`config.mk`:
```
export PLATFORM = sky130hd
export DESIGN_NAME = program_counter_flat
export DESIGN_NICKNAME = d
export VERILOG_FILES = /design/src/rtl/program_counter_if.sv /design/src/rtl/program_counter.sv /design/src/flat_wrapper.sv
export SDC_FILE = /design/constraint.sdc
export NUM_CORES = 1
export LEC_CHECK = 0
export ABC_CLOCK_PERIOD_IN_PS = 4470
export BUFFER_PORTS_ARGS = -buffer_cell sky130_fd_sc_hd__buf_4
export CORE_MARGIN = 2
export CORE_UTILIZATION = 45
export DETAILED_ROUTE_END_ITERATION = 8
export PLACE_DENSITY_LB_ADDON = 0.1
export SLEW_MARGIN = 15
export SYNTH_ARGS = -nofsm -noshare
export SYNTH_HDL_FRONTEND = slang
export SYNTH_SLANG_ARGS = --single-unit
```
`constraint.sdc`:
```
create_clock -name clk -period 4.47 [get_ports clk]
set_input_delay 0.447 -clock clk [delete_from_list [all_inputs] [get_ports clk]]
set_output_delay 0.447 -clock clk [all_outputs]
set_load 0.05 [all_outputs]
```
`src/rtl/program_counter_if.sv`:
```
// Bundles the next-PC control inputs, operand inputs and the registered PC output.
// The datapath drives the master side; the program counter is the slave.
interface program_counter_if;
  logic        Jump;
  logic        Branch;
  logic        Zero;
  logic [25:0] dirJump_address;
  logic [31:0] pcIn;
  logic [31:0] extendedBits;
  logic [31:0] pcOut;

  modport master (
    output Jump, Branch, Zero, dirJump_address, pcIn, extendedBits,
    input  pcOut
  );

  modport slave (
    input  Jump, Branch, Zero, dirJump_address, pcIn, extendedBits,
    output pcOut
  );
endinterface

```
`src/rtl/program_counter.sv`:
```
// Single-cycle MIPS program counter: picks jump, taken-branch or PC+4 as the next
// address and registers it; pcOut is fed back externally as pcIn.
module program_counter #(
  parameter logic [31:0] RESET_VECTOR = 32'h0000_0000
) (
  input  logic              clk,
  input  logic              rst,
  program_counter_if.slave  bus
);

  logic [31:0] pc_plus4;
  logic [31:0] br_target;
  logic [31:0] jmp_target;
  logic [31:0] pc_d;
  logic [31:0] pc_q;

  assign pc_plus4   = bus.pcIn + 32'd4;
  assign br_target  = pc_plus4 + {bus.extendedBits[29:0], 2'b00};
  // Region nibble comes from pc_plus4 so a jump in the last slot of a region lands in the next one.
  assign jmp_target = {pc_plus4[31:28], bus.dirJump_address, 2'b00};

  // Priority if/else keeps an unknown unused operand from leaking into the chosen path.
  always_comb begin
    pc_d = pc_plus4;
    if (bus.Jump) begin
      pc_d = jmp_target;
    end else if (bus.Branch && bus.Zero) begin
      pc_d = br_target;
    end
  end

  always_ff @(posedge clk) begin
    if (rst) begin
      pc_q <= RESET_VECTOR;
    end else begin
      pc_q <= pc_d;
    end
  end

  assign bus.pcOut = pc_q;

endmodule

```
`src/flat_wrapper.sv`:
```
// flat-port wrapper written by rule: the top's interface ports become plain ports
module program_counter_flat 
#(
  parameter logic [31:0] RESET_VECTOR = 32'h0000_0000
)
  (clk, rst, bus_Jump, bus_Branch, bus_Zero, bus_dirJump_address, bus_pcIn, bus_extendedBits, bus_pcOut);
  program_counter_if bus_i ();
  input  logic clk;
  input  logic rst;
  input wire logic [$bits(bus_i.Jump)-1:0] bus_Jump;
  input wire logic [$bits(bus_i.Branch)-1:0] bus_Branch;
  input wire logic [$bits(bus_i.Zero)-1:0] bus_Zero;
  input wire logic [$bits(bus_i.dirJump_address)-1:0] bus_dirJump_address;
  input wire logic [$bits(bus_i.pcIn)-1:0] bus_pcIn;
  input wire logic [$bits(bus_i.extendedBits)-1:0] bus_extendedBits;
  output wire logic [$bits(bus_i.pcOut)-1:0] bus_pcOut;
  assign bus_i.Jump = bus_Jump;
  assign bus_i.Branch = bus_Branch;
  assign bus_i.Zero = bus_Zero;
  assign bus_i.dirJump_address = bus_dirJump_address;
  assign bus_i.pcIn = bus_pcIn;
  assign bus_i.extendedBits = bus_extendedBits;
  assign bus_pcOut = bus_i.pcOut;
  program_counter #(.RESET_VECTOR(RESET_VECTOR)) u_core (.clk(clk), .rst(rst), .bus(bus_i));
endmodule
```
==> metrics.yaml <==
finalSetupViolations: 0
route.detailed.drc: 0
grt_pass1_wl_microns: 17020
wl_per_cell_microns: 15.86
synth_top_cell_by_area: "dfxtp_1"
relSlewSlack: 0.3538
ctsHoldBuffers: 0
end_kind: "register"
syn_area_sq_um: 3374
hold_viol: 0
yosysMostFrequentCell: "nor2_1"
synthCells: 450
synth_area_per_cell_sq_um: 7.499
worstSetupPathType: "input pin to register"
gp_congestion: 0.9231
worst_hold_path_type: "input pin to register"
dpl.hpwl_microns: 8386
layout_min_cycle_time_ns: 3.831
placedCellCount: 656
synth_top_area_share: 0.1898
worst_ep_required_time_ns: 4.63
gr-total-overflow: 0
antenna_found_initial: 0
core_area_sq_um: 7253
synthTopCellsByCount: "49 x nor2_1, 45 x nand2_1, 42 x a21oi_1"
cts_setup_buffers: 0
drive_above_1_share: 0.2513
drt_wl_total_microns: 10530
synth_seq_area_share: 0.1898
synth_area_leaders: "dfxtp_1 19%, ha_1 14%, xnor2_1 8.6%"
dieArea_sq_um: 8207
cts_tree: "built"
vias: 3697
rsz0062_at_grt: "no"
timing.fmax_mhz: 261.0
cp_max_fo: 6
max_slew.worst_pin.slew_ns: 0.9694
final_cells: 664
avgViaCountPerCell: 5.568
htree_num_levels: 2
hp-start: "bus_pcIn[0]"
root_buffer: "clkbuf_8"
status: "complete, no violations"
p_leak_nw: 2.060
drt_first_iter_violations: 178
irDropWorstVdd_mv: 0.1224
hold_depth: 2
critPathLaunchType: "input pin"
port_buffers: 124
clockBufferDepth: 2
clk_pin_slew_ns: 0.07
first_pass_iters: 4
grt.total_usage: 0.2553
start_util: 0.4652
cts-buffers-inserted: 5
drtAntennaViolNets: 0
grt_max_degree: 34
p_per_area_nw_per_um2: 251.7
ys_types: 51
holdPathEnd: "u_core.bus.pcOut[0]"
ioPinCount: 127
syn_nets: 583
n_fill_cell: 676
final-max-slew-violation-count: 0
dominantRegCellSynth: "dfxtp_1"
arrival_ns: 3.99
finalSetupTns_ns: 0
final_area_sq_um: 4479
layout.nets: 697
synth-edff-count: 0
synth-seq-cells: 32
placed_area_sq_um: 4368
ys.warnings.count: 0
cts_resized: 0
syn2layout_area_growth_pct: 32.74
async_flop_share: 0
cts.sinks: 32
num_antenna_cells: 0
die_y_microns: 90.60
finalCritPeriodShare: 0.8571
grt_pass1_vias: 3500
num_rows: 31
die_w_microns: 90.60
largest_reg_flops: 32
maxCapViolCount: 0
==> layer usage <==
metal / vias up / share of wire / GRT usage / wire, microns
li1: 1858 / - / - / -
met1: 1678 / 0.47 / 0.3504 / 4909
met2: 145 / 0.45 / 0.4117 / 4777
met3: 16 / 0.066 / 0.04508 / 692
met4: 0 / 0.015 / 0.06795 / 154
met5: - / 0 / 0 / 0
==> placed cells by master, fill, tap and decap left out, types with 2 or more instances in the layout <==
cell type	count
a211o_1	2
a211oi_1	10
a21o_1	15
a21oi_1	42
a221oi_1	2
a311oi_1	4
a31oi_1	4
and2_1	5
and3_1	8
and4_1	3
buf_4	125
clkbuf_8	5
dfxtp_1	32
ha_1	37
inv_1	13
nand2_1	45
nand2b_1	2
nand3_1	14
nand4_1	14
nor2_1	49
nor2b_1	2
nor3_1	8
o211ai_1	3
o21a_1	6
o21ai_0	28
o21ai_1	2
o21bai_1	5
o22ai_1	2
or3_1	2
xnor2_1	33
xor2_1	20
==> per-stage QoR <==
stage	util	total power [mW]	hold WS (ns)	setup slack [ns]
after floorplan	-	0.6693	0.5687	1.126
after global routing	0.6176	1.188	0.3556	0.4262
final	0.6176	1.128	0.3569	0.6389
after global placement	0.6022	0.8334	0.6559	0.5691
after detailed placement	0.6022	0.8392	0.6593	0.4620
after CTS	0.6176	1.128	0.3570	0.7112
==> cells by family (layout without fill, tap and decap cells) <==
logic type | after synthesis | count (layout) | synth area share
fa+ha+maj | 38 | 38 | 0.1431
compound gates | 139 | 139 | 0.2762
xor+xnor | 53 | 53 | 0.1376
flops | 32 | 32 | 0.1898
buf+inv | 31 | 146 | 0.03485
simple gates | 157 | 157 | 0.2184
==> critical path: stages <==
cell,delay [ns]
buf_4,0.11
and4_1,0.23
and3_1,0.29
and4_1,0.36
nand4_1,0.15
xnor2_1,0.24
ha_1,0.33
a21o_1,0.21
a21o_1,0.17
a21oi_1,0.18
nor2_1,0.06
a311oi_1,0.48
nor2_1,0.12
xnor2_1,0.15
a2111oi_0,0.45
==> report_power, final <==
group          leakage (nW)  total [mW]  internal [mW]  switching (mW)
logic                  1.74       0.526          0.218           0.308
registers             0.267       0.313          0.307         0.00588
clock network        0.0541       0.288          0.165           0.123
==> worst max-delay path by stage <==
| stage | from | to | slack [ns] |
|---|---|---|---|
| global route | bus_pcIn[4] | u_core.bus.pcOut[20] | 0.43 |
| floorplan | bus_pcIn[5] | u_core.bus.pcOut[31] | 1.13 |
| global placement | bus_pcIn[4] | u_core.bus.pcOut[29] | 0.57 |
| detailed placement | bus_pcIn[4] | u_core.bus.pcOut[20] | 0.46 |
| finish | bus_pcIn[4] | u_core.bus.pcOut[20] | 0.64 |
| CTS | bus_pcIn[4] | u_core.bus.pcOut[20] | 0.71 |
==> final cells by class <==
cell class                 instances  area, sq um  share of cell area
clock buffer                       5        68.82             0.01536
clock inverter                     3        42.54            0.009497
inverter                          13        48.80             0.01089
multi-input combinational        387         2616              0.5841
sequential                        32        640.6              0.1430
tap                               99        123.9             0.02765
timing repair buffer             125        938.4              0.2095
(Power assumes the default switching activity.)
